File: config.mk
export PLATFORM = sky130hd
export DESIGN_NAME = udp_tx_pkt_sched
export DESIGN_NICKNAME = d
export VERILOG_FILES = /design/src/rtl/udp_tx_pkt_sched.sv
export SDC_FILE = /design/constraint.sdc
export NUM_CORES = 1
export LEC_CHECK = 0
export BUFFER_PORTS_ARGS = -buffer_cell sky130_fd_sc_hd__buf_2
export CAP_MARGIN = 15
export CORE_ASPECT_RATIO = 0.75
export CORE_MARGIN = 2
export CORE_UTILIZATION = 50
export CTS_CLUSTER_DIAMETER = 50
export DETAILED_ROUTE_END_ITERATION = 6
export GPL_TIMING_DRIVEN = 0
export PLACE_DENSITY = 0.75
export RECOVER_POWER = 50
export SYNTH_ARGS = -nofsm -noshare
export SYNTH_HDL_FRONTEND = slang
export SYNTH_SLANG_ARGS = --single-unit
File: constraint.sdc
create_clock -name i_gmii_clk -period 3.15 [get_ports i_gmii_clk]
set_input_delay 0.1575 -clock i_gmii_clk [delete_from_list [all_inputs] [get_ports i_gmii_clk]]
set_output_delay 0.1575 -clock i_gmii_clk [all_outputs]
set_load 0.01 [all_outputs]
File: src/rtl/udp_tx_pkt_sched.sv
// udp_tx_pkt_sched: cuts FIFO pixel words into fixed-size UDP packets with gap and watchdog.
// Optional PKT_HDR_EN prefixes each packet with a {frame_cnt, pkt_idx} header word.
module udp_tx_pkt_sched #(
  parameter int PKT_WORDS   = 256,
  parameter int FRAME_PKTS  = 600,
  parameter int IPG_CYCLES  = 16,
  parameter int TIMEOUT_CYC = 65535,
  parameter int FIFO_CNT_W  = 12
) (
  input  logic                  i_gmii_clk,
  input  logic                  i_sys_rstn,
  input  logic                  i_frame_start,
  input  logic [FIFO_CNT_W-1:0] i_fifo_rd_cnt,
  output logic                  o_fifo_rd_en,
  input  logic [31:0]           i_fifo_rd_data,
  output logic                  o_tx_start_en,
  output logic [15:0]           o_tx_byte_num,
  output logic [31:0]           o_tx_data,
  input  logic                  i_fifo_data_req,
  input  logic                  i_tx_pkt_done,
  input  logic                  i_tx_busy,
  output logic [15:0]           o_pkt_idx,
  output logic                  o_frame_done,
  output logic                  o_tx_timeout
);
`ifdef PKT_HDR_EN
  localparam int HDR = 1;
`else
  localparam int HDR = 0;
`endif
  localparam int LIM = PKT_WORDS + HDR;
  typedef enum logic [2:0] {IDLE, WAIT_DATA, START, SEND, GAP} state_t;
  state_t state;
  logic [14:0] wc;
  logic [31:0] wd, gc, data_hold;
  logic rd_dly, take;
  assign take = state == SEND && i_fifo_data_req && 32'(wc) < LIM;
`ifdef PKT_HDR_EN
  logic [15:0] frame_cnt, frame_id;
  assign o_fifo_rd_en = take && wc != 15'd0;
  always_ff @(posedge i_gmii_clk or negedge i_sys_rstn) begin
    if (!i_sys_rstn) begin
      frame_cnt <= 16'd0;
      frame_id  <= 16'd0;
    end else if (state == IDLE && i_frame_start) begin
      frame_id  <= frame_cnt;
      frame_cnt <= frame_cnt + 16'd1;
    end
  end
`else
  assign o_fifo_rd_en = take;
`endif
  // FIFO data arrives one clock after the read strobe; pass it straight through that clock, hold afterwards
  assign o_tx_data = rd_dly ? i_fifo_rd_data : data_hold;
  always_ff @(posedge i_gmii_clk or negedge i_sys_rstn) begin
    if (!i_sys_rstn) begin
      rd_dly    <= 1'b0;
      data_hold <= 32'd0;
    end else begin
      rd_dly <= o_fifo_rd_en;
      if (rd_dly) data_hold <= i_fifo_rd_data;
`ifdef PKT_HDR_EN
      else if (take && wc == 15'd0) data_hold <= {frame_id, o_pkt_idx};
`endif
    end
  end
  always_ff @(posedge i_gmii_clk or negedge i_sys_rstn) begin
    if (!i_sys_rstn) begin
      state         <= IDLE;
      o_tx_start_en <= 1'b0;
      o_tx_byte_num <= 16'd0;
      o_pkt_idx     <= 16'd0;
      o_frame_done  <= 1'b0;
      o_tx_timeout  <= 1'b0;
      wc            <= 15'd0;
      wd            <= 32'd0;
      gc            <= 32'd0;
    end else begin
      o_tx_start_en <= 1'b0;
      o_frame_done  <= 1'b0;
      o_tx_timeout  <= 1'b0;
      if (take) wc <= wc + 15'd1;
      case (state)
        IDLE: if (i_frame_start) begin
          state     <= WAIT_DATA;
          o_pkt_idx <= 16'd0;
        end
        WAIT_DATA: if (32'(i_fifo_rd_cnt) >= PKT_WORDS && !i_tx_busy) begin
          state         <= START;
          o_tx_start_en <= 1'b1;
          o_tx_byte_num <= 16'(LIM * 4);
        end
        START: begin
          state <= SEND;
          wc    <= 15'd0;
          wd    <= 32'd0;
        end
        SEND: begin
          wd <= wd + 32'd1;
          if (i_tx_pkt_done) begin
            state     <= GAP;
            o_pkt_idx <= o_pkt_idx + 16'd1;
            gc        <= 32'd0;
          end else if (wd + 32'd1 >= TIMEOUT_CYC) begin
            state        <= IDLE;
            o_tx_timeout <= 1'b1;
          end
        end
        GAP: begin
          gc <= gc + 32'd1;
          if (gc + 32'd1 >= IPG_CYCLES) begin
            state        <= o_pkt_idx == 16'(FRAME_PKTS) ? IDLE : WAIT_DATA;
            o_frame_done <= o_pkt_idx == 16'(FRAME_PKTS);
          end
        end
        default: state <= IDLE;
      endcase
    end
  end
endmodule

# Yosys cells after proc, flatten, opt, wreduce, memory -nomap -nowiden

Index checks and enable logic that the tools add are counted.

Add/sub/neg operators: 4
Magnitude comparators: 4
Equal/unequal tests: 10
Muxes and demuxes: 23
Reduce and logical (&&, ||, !) cells: 13

Operator list:

| operator              | count |
|---|---|
| $pmux 32 s2           | 2 |
| $add 32x1->32 const B | 2 |
| $mux 32               | 2 |
| $ge 32x16->1 const B  | 1 |
| $ge 32x5->1 const B   | 1 |
| $mux 16               | 2 |
| $pmux 16 s2           | 1 |
| $mux 15               | 2 |
| $add 16x1->16 const B | 1 |
| $eq 16x10->1 const B  | 1 |
| $add 15x1->15 const B | 1 |
| $lt 15x9->1 const B   | 1 |
| $mux 3                | 5 |
| $pmux 3 s5            | 1 |
| $ge 12x9->1 const B   | 1 |
| $mux 1                | 8 |
| $ne 2x2->1 const B    | 4 |
| $reduce_bool 2->1     | 4 |
| $eq 3x2->1 const B    | 2 |
| $reduce_and 2->1      | 2 |
| $reduce_and 4->1      | 1 |
| $eq 3x1->1 const B    | 1 |
| $eq 3x3->1 const B    | 1 |
| $logic_and 1x1->1     | 3 |
| 4 further kinds       | 4 |

Register bits: 135
Input bits: 50
Word-level logic and storage cells: 65

# Depth between registers and ports, before layout

Gate-level depths: netlist of the first run.

Word-level depth: 5
Mapped depth: 10
Mapped depth without buffers: 9

# Worst setup path after synthesis of the first run

No wires, ideal clock.

Path type: register to register
Start: register gc[0]
End: register o_frame_done
Library setup time: 0.133 ns
Arrival time: 2.579 ns
Path slack: 0.438 ns
Stages on the path, launching flop included: 10
Cell sequence: dfrtp_1 -> ha_1 -> or4b_2 -> nor3_1 -> a21oi_1 -> a221oi_1 -> nand4_1 -> a2111oi_0 -> and3_1 -> nor3_1

Cells in the longest elaborated chain, start to end: 4

Ends and longest elaborated chain:

| item                   | line | RTL |
|---|---|---|
| from (decl)            | 35   | `logic [31:0] wd, gc, data_hold;` |
| from (signal assigned) | 110  | `gc <= gc + 32'd1;` |
| $add 32x1->32          | 111  | `if (gc + 32'd1 >= IPG_CYCLES) begin` |
| $ge 32x5->1            | 111  |  |
| $mux 1                 | 111  |  |
| $mux 1                 | 83   | `case (state)` |
| to (signal assigned)   | 113  | `o_frame_done <= o_pkt_idx == 16'(FRAME_PKTS);` |
| to (decl)              | 23   | `output logic o_frame_done,` |

Every way passes these cells.
A chain may end at the register's enable or synchronous reset.

# Worst setup path after layout of the first run

Ends and elaborated chain as after synthesis.

==> out/results.ini, run 1 <==
[worst_hold_path]
hp-class=input pin to register

[logic_synthesis]
synthTopCellsByCount=dfrtp_1, nand2_1, o21ai_0
yosysMostFrequentCell=dfrtp_1
synth_area_leaders=dfrtp_1, o21ai_0, mux2_2, nand2_1, nor2_1
postSynthAreaPerCell_um2=9.04
synthCells=857
syn_area_um2=7740
synth_top_area_cell=dfrtp_1
synth_top_area_share=0.436
ys_warn_count=0
synth_top_flop_cell=dfrtp_1
seq_area_frac_synth=0.436
synth_edf_count=0
ys_ff_latch=135
postSynth.asyncResetShare=1.00
ys_types=67

[routing]
wl_per_cell_um=16.8
drt-vias-per-instance=5.79
ant_nets=0
drt_pass1_iterations=6
drt_wl_total_um=20700
vias=7151
drc=0
drt_iter0_markers=711

[cts]
htree_num_levels=4
clk_latency_ps=430
clkTransAtPathRegs_ps=60
clock_path_buffers=2
cts_buffers=17
cts_root_buf=clkbuf_16
cts_tree=done
cts_num_sinks=135

[sta]
tns_ps=0
slew_headroom=-0.729
fin_skew_ps=6.60
drv_slew=47
rsz0062_at_grt=false
post-route-period-util=0.938
finalHoldViolCount=0
min_period_ps=2960
hold_slack_ps=116
setup_viol=0
worst_pin_slew_ps=2590
max_freq_mhz=338

[final_layout]
seq_area_um2=3380
n_antenna_cell=0
drive_gt1_frac=0.191
n_fill_cell=1254
area_growth_pct=24.3
nets=1073
multi_input_area_um2=4130
fin_util=0.634

[worst_setup_path]
worstPathMaxFanout=9
critical_path_class=register to register
endpoint_kind=register
cp.arrival_ps=3240
required_ps=3440
crit_path_start_kind=register

[place]
dp_hpwl_um=13700
routabilityCongestion=0.917
io_buffers=94

[floorplan]
die_y_um=112
die_w_um=148
ios=118
std_cell_rows=39
core_um2=15200
initial_core_util=0.510
dieArea_um2=16500

[pwr]
pwr-share-clk=0.347
intPower_w=0.00437
power.density_nw_per_um2=687
p_sw_w=0.00225
p_seq_frac=0.342
p_leak_nw=4.11
vdd_drop_max_v=0.000369
swShare=0.340
power_frac_comb=0.311

[outcome]
outcome=complete, but fails checks
failed_checks=max-capacitance violations, max-slew violations

[global_routing]
antenna_found_initial=0
overflow=0
grt_pass1_vias=6778
grt_usage=0.261
grt_max_degree=90
grt_pass1_wl_um=34700

[flow_run]
max-cap-violations=1

==> sequential cells by signal (all words and copies together) (netlist names), 3 cells and up <==
signal	cells
o_pkt_idx	16
gc	32
wd	32
wc	15
data_hold	32
state	3
==> worst max-delay path, stage by stage, from the launching register on <==
cell       delay (ps)
dfrtp_1           470
ha_1              310
or4b_2            670
nor3_1            160
a21oi_1            70
a221oi_2          260
nand4_1           180
a2111oi_4         390
and3_1            240
nor3_1             60
==> what timing repair did <==
| action | 4_1_cts | 5_1_grt |
|---|---|---|
| endpoints found under the setup margin | 5 | 5 |
| gates resized for setup | 5 | 11 |
| hold buffers | 34 | 0 |
| buffers inserted | 0 | 0 |
| pin swaps | 0 | 0 |
| endpoints found under the hold margin | 79 | 0 |
==> power groups by stage <==
stage / Sequential [W] / Clock [W] / Combinational (W)
2_1_floorplan: 0.00224 / 0 / 0.00125
3_3_place_gp: 0.00226 / 0 / 0.00190
3_5_place_dp: 0.00228 / 0 / 0.00195
4_1_cts: 0.00225 / 0.00233 / 0.00201
5_1_grt: 0.00231 / 0.00241 / 0.00226
6_report: 0.00226 / 0.00229 / 0.00206
==> logic make-up after synthesis <==
family | Yosys count | share of synthesized area
flops | 135 | 0.436
xor+xnor | 31 | 0.0351
mux | 46 | 0.0653
other cells | 1 | 0.000484
fa+ha+maj | 6 | 0.00969
compound gates | 199 | 0.162
buf+inv | 83 | 0.0501
simple gates | 356 | 0.241
==> metrics by stage <==
step | instances | worst slack, ps | total power, W | area [um^2]
3_5_place_dp | 1171 | -210 | 0.00423 | 8560
3_3_place_gp | 1170 | -172 | 0.00416 | 8520
6_report | 1234 | 194 | 0.00661 | 9630
4_1_cts | 1236 | 27.0 | 0.00658 | 9600
5_1_grt | 1234 | 29.8 | 0.00698 | 9630
2_1_floorplan | 871 | 438 | 0.00349 | 7800
==> layout by cell type, fill, tap and decap left out, types with 26 or more instances in the layout <==
cell / Yosys / routed
dfrtp_1: 135 / 135
nand2_1: 96 / 96
buf_2: 9 / 82
o21ai_0: 79 / 79
nor2_1: 71 / 69
clkbuf_1: 37 / 57
mux2_2: 35 / 34
dlygate4sd3_1: 0 / 34
nand3_1: 33 / 32
a21oi_1: 32 / 32
nand4_1: 29 / 29
nor3_1: 27 / 26
==> cell type report <==
class,instances,share of cell area
Multi-Input combinational cell,653,0.428
Sequential cell,135,0.351
Timing Repair Buffer,129,0.0843
Clock buffer,19,0.0470
Buffer,66,0.0337
Tap cell,205,0.0266
Clock inverter,12,0.0231
Inverter,15,0.00585
==> path summary, 6_finish.rpt <==
| check | slack [ps] | depth (start not counted) | startpoint | endpoint |
|---|---|---|---|---|
| worst max-delay path | 190 | 9 | gc[0] | o_frame_done |
| worst min-delay path | 120 | 3 | i_tx_busy | o_tx_start_en |
| worst max register to register | 190 | 9 | gc[0] | o_frame_done |
| worst min register to register | 470 | 1 | o_tx_byte_num[10] | o_tx_byte_num[10] |
| max in group asynchronous | 580 | 2 | i_sys_rstn | data_hold[0] |
| min in group asynchronous | 1110 | 2 | i_sys_rstn | gc[17] |
==> per-layer routing <==
metal  global-route usage  wire [um]
met5                    0          0
met4               0.0955        376
met3               0.0467       1320
met2                0.382       9210
met1                0.388       9790
(Power assumes the default switching activity.)
==> run 2, diff against run 1 <==
Settings changed: MAX_ROUTING_LAYER set to met4.
Clock period 3.15 ns to 3.8 ns, I/O delays scaled along.
==> run 2 against run 1 <==
The flow still finishes with violations (max-capacitance violations, max-slew violations); register-to-register slack gained 130 ps; power shrank 18%; die area stayed put; largest power group unchanged; sequential power shrank 17%; critical path depth up 1; setup slack gained 130 ps; clock-buffer cell count is the same; clock skew hardly changed; utilization fell by 2.3 points; largest cell class unchanged.
==> out/results.ini, run 2 (synthesized netlist as in run 1, its figures left out) <==
[worst_setup_path]
required_ps=4140
crit_chain=ha_1 -> clkbuf_1 -> and3_1 -> nand2_1 -> nor4_1 -> xor2_1 -> a31o_2 -> nor4_1 -> a31oi_1 -> a211oi_2
cp.arrival_ps=3820
slowest_delay_ps=620
slowest_stage=nor4_1
cp_num_buf_inv=1
cpLargestDelayFamily=simple AND/OR/NAND/NOR gates
regToRegSetupSlack_ps=320
endpoint_kind=register
critical_path_class=register to register
critPathMostFrequentCell=nor4_1
crit_path_start_kind=register
worstPathMaxFanout=9

[sta]
rsz0062_at_grt=false
tns_ps=0
hold_slack_ps=13.9
min_period_ps=3480
setup_viol=0
max_freq_mhz=288
post-route-period-util=0.915
worst_pin_slew_ps=2600
drv_slew=47
finalHoldViolCount=0
fin_skew_ps=6.91
slew_headroom=-0.736

[floorplan]
core_um2=15200
die_w_um=148
std_cell_rows=39
dieArea_um2=16500
ios=118
die_y_um=112
initial_core_util=0.510

[final_layout]
n_antenna_cell=0
reg_top3=data_hold: 32 flops, gc: 32 flops, wd: 32 flops
layout_commonest_cell=dfrtp_1
area_growth_pct=19.8
nets=1049
n_fill_cell=1289
final_cell_mix=dfrtp_1, nand2_1, buf_2, o21ai_0, nor2_1
multi_input_area_um2=4030
stdcell_area_um2=9280
drive_gt1_frac=0.185
seq_area_um2=3380

[routing]
drt_wl_total_um=19800
drc=0
drt_iter0_markers=699
wl_per_cell_um=16.4
drt_pass1_iterations=5
vias=7014
ant_nets=0
drt-vias-per-instance=5.80

[cts]
cts_buffers=17
clkTransAtPathRegs_ps=60
clk_latency_ps=430
cts_root_buf=clkbuf_16
clock_path_buffers=2
cts_num_sinks=135
htree_num_levels=4
cts_tree=done
post-cts-setup-buffer-count=0

[flow_run]
max-cap-violations=1

[outcome]
outcome=complete, but fails checks
failed_checks=max-capacitance violations, max-slew violations

[global_routing]
grt_pass1_wl_um=33400
overflow=0
grt_pass1_vias=6508
antenna_found_initial=0
grt_usage=0.259
grt_max_degree=90

[pwr]
p_leak_nw=3.96
vdd_drop_max_v=0.000304
power.density_nw_per_um2=582

[place]
io_buffers=94
routabilityCongestion=0.933
place_area_um2=8560
dp_hpwl_um=13700

[worst_hold_path]
hp-class=input pin to register

## run 2: cell types whose count changed in the layout (fill, tap and decap cells not counted), sizes merged
cell,before,now
clkbuf,77,79
dlygate4sd3,34,8
## run 2: worst reg2reg max path: cells and delay by family, from the launching register on
kind	cells	cell delay [ps]
flops	1	470
xor+xnor	1	160
fa+ha+maj	1	190
compound gates	3	630
simple gates	4	1620
buf+inv	1	330
## run 2: path summary, 6_finish.rpt
kind | start | to | depth (start not counted)
worst max-delay path | wd[0] | state[0] | 10
worst min-delay path | i_fifo_rd_data[21] | data_hold[21] | 2
worst max register to register | wd[0] | state[0] | 10
worst min register to register | o_tx_byte_num[10] | o_tx_byte_num[10] | 1
max in group asynchronous | i_sys_rstn | data_hold[0] | 2
min in group asynchronous | i_sys_rstn | gc[17] | 2
## run 2: repair_timing
item / CTS / global route
hold buffers: 8 / 0
gates resized for setup: 0 / 0
endpoints found under the hold margin: 53 / 0
## run 2: metal layers
layer / track usage / wire length [um] / vias to the layer above
met3: 0.0434 / 1310 / 25
met4: 0.0833 / 267 / 0
met2: 0.357 / 8690 / 277
met1: 0.386 / 9560 / 3344
met5: - / 0 / -
li1: - / - / 3368
## run 2: power by group
part | switching (W) | internal [W]
clock network | 0.000641 | 0.00126
registers | 0.000161 | 0.00171
logic | 0.00102 | 0.000609
## run 2: final cells by class
class / count / area share
sequential: 135 / 0.364
clock buffer: 19 / 0.0488
timing repair buffer: 103 / 0.0594
tap: 205 / 0.0276
clock inverter: 12 / 0.0240
buffer: 68 / 0.0357
inverter: 15 / 0.00607
multi-input combinational: 653 / 0.434
## run 2: per-stage QoR
step	cells	util	total power, W	worst slack, ps
after global routing	1210	0.612	0.00572	0.555
after floorplan	871	-	0.00289	1090
after global placement	1170	0.562	0.00345	478
final	1210	0.612	0.00540	323
after detailed placement	1171	0.564	0.00350	440
after CTS	1210	0.614	0.00543	389
==> run 3, diff against run 2 <==
Settings changed: GPL_TIMING_DRIVEN 0 to unset.
==> run 3 against run 2 <==
The run still ends with max-capacitance violations, max-slew violations left; global-route usage fell by 2.6 points; die area did not move; setup slack improved by 100 ps; combinational power decreased by 10%; sequential power about the same; sequential share of layout area is 1.7 points higher; cell count shrank 5.0%; cell area shrank 4.4%; critical path type unchanged; largest power group is now sequential cells.
==> out/results.ini, run 3 (synthesized netlist as in run 1, its figures left out) <==
[final_layout]
final_cell_mix=dfrtp_1, nand2_1, o21ai_0, buf_2, nor2_1
area_growth_pct=14.5
seq_area_um2=3380
drive_gt1_frac=0.162
multi_input_area_um2=4030
layout_commonest_cell=dfrtp_1
n_antenna_cell=0
reg_top3=data_hold: 32 flops, gc: 32 flops, wd: 32 flops
n_fill_cell=1340
fin_util=0.584
nets=988

[outcome]
outcome=complete, but fails checks
failed_checks=max-capacitance violations, max-slew violations

[routing]
drt_iter0_markers=482
drt_pass1_iterations=5
ant_nets=0
drc=0
drt_wl_total_um=17900
wl_per_cell_um=15.6
drt-vias-per-instance=5.81
vias=6671

[sta]
fin_skew_ps=9.56
slew_headroom=-0.851
tns_ps=0
setup_viol=0
max_freq_mhz=296
drv_slew=147
min_period_ps=3370
rsz0062_at_grt=false
hold_slack_ps=4.09
post-route-period-util=0.888
worst_pin_slew_ps=2780
finalHoldViolCount=0

[worst_setup_path]
required_ps=4100
cp.arrival_ps=3670
worstPathMaxFanout=9
crit_path_start_kind=register
regToRegSetupSlack_ps=430
critical_path_class=register to register
endpoint_kind=register

[global_routing]
grt_max_degree=114
overflow=0
grt_usage=0.233
antenna_found_initial=0
grt_pass1_vias=6166
grt_pass1_wl_um=30500

[place]
io_buffers=94
routabilityCongestion=0.872
dp_hpwl_um=12300

[cts]
cts_root_buf=clkbuf_16
post_cts_resized=0
cts_tree=done
clk_latency_ps=420
cts_num_sinks=135
cts_buffers=17
htree_num_levels=4
clock_path_buffers=2
clkTransAtPathRegs_ps=60

[pwr]
p_leak_nw=3.76
vdd_drop_max_v=0.000301
power.density_nw_per_um2=558

[worst_hold_path]
hp-class=input pin to register

[floorplan]
die_w_um=148
core_um2=15200
dieArea_um2=16500
initial_core_util=0.510
std_cell_rows=39
die_y_um=112
ios=118

[flow_run]
max-cap-violations=2

==> run 3: changes by cell type in the layout (fill, tap and decap cells not counted), sizes merged <==
cell | before | now
clkbuf | 79 | 44
clkinvlp | 2 | 4
dlygate4sd3 | 8 | 3
buf | 103 | 85
bufinv | 6 | 1
inv | 16 | 17
clkinv | 3 | 2
==> run 3: final timing paths <==
path / start / endpoint / cells past startpoint
worst min register to register: data_hold[25] / data_hold[25] / 1
worst max register to register: gc[7] / o_frame_done / 8
worst max-delay path: gc[7] / o_frame_done / 8
min in group asynchronous: i_sys_rstn / data_hold[11] / 2
worst min-delay path: i_fifo_rd_data[4] / data_hold[4] / 2
max in group asynchronous: i_sys_rstn / state[1] / 2
==> run 3: worst max-delay path: stages, from the launching register on <==
cell and delay [ps]:
dfrtp_1 490, nand4_2 170, or3_1 580, nor4_2 670, xnor2_1 190, nand4_1 90
a2111oi_0 720, and3_1 290, nor3_1 60
==> run 3: where the power goes <==
part           total [W]  switching (W)  internal [W]
Clock            0.00159       0.000626      0.000969
Sequential       0.00190       0.000195       0.00171
Combinational    0.00146       0.000891      0.000565
==> run 3: metal layers <==
layer	GRT usage	part of all wire	up-vias
met4	0.0647	0.014	0
met1	0.334	0.50	3219
met2	0.331	0.44	182
met5	-	0	-
met3	0.0537	0.049	22
li1	-	-	3248
==> run 3: per-stage QoR <==
step / cells / setup slack, ps / total power, W / cell area, um^2
after global routing: 1149 / 178 / 0.00528 / 8870
after CTS: 1149 / 473 / 0.00504 / 8900
after floorplan: 871 / 1090 / 0.00289 / 7800
after global placement: 1115 / 579 / 0.00339 / 8300
after detailed placement: 1115 / 484 / 0.00343 / 8300
final: 1149 / 426 / 0.00495 / 8870
==> run 3: what timing repair did <==
action                                  in CTS  in global routing
endpoints found under the setup margin       0                  0
hold buffers                                 3                  0
buffers inserted                             0                  0
hold endpoints to repair                   114                  0
==> run 3: final cells by class <==
| type | instances | share of cell area |
|---|---|---|
| Multi-Input combinational cell | 653 | 0.455 |
| Sequential cell | 135 | 0.381 |
| Timing Repair Buffer | 110 | 0.0642 |
| Clock buffer | 22 | 0.0546 |
| Tap cell | 205 | 0.0289 |
| Clock inverter | 9 | 0.0103 |
| Inverter | 15 | 0.00635 |
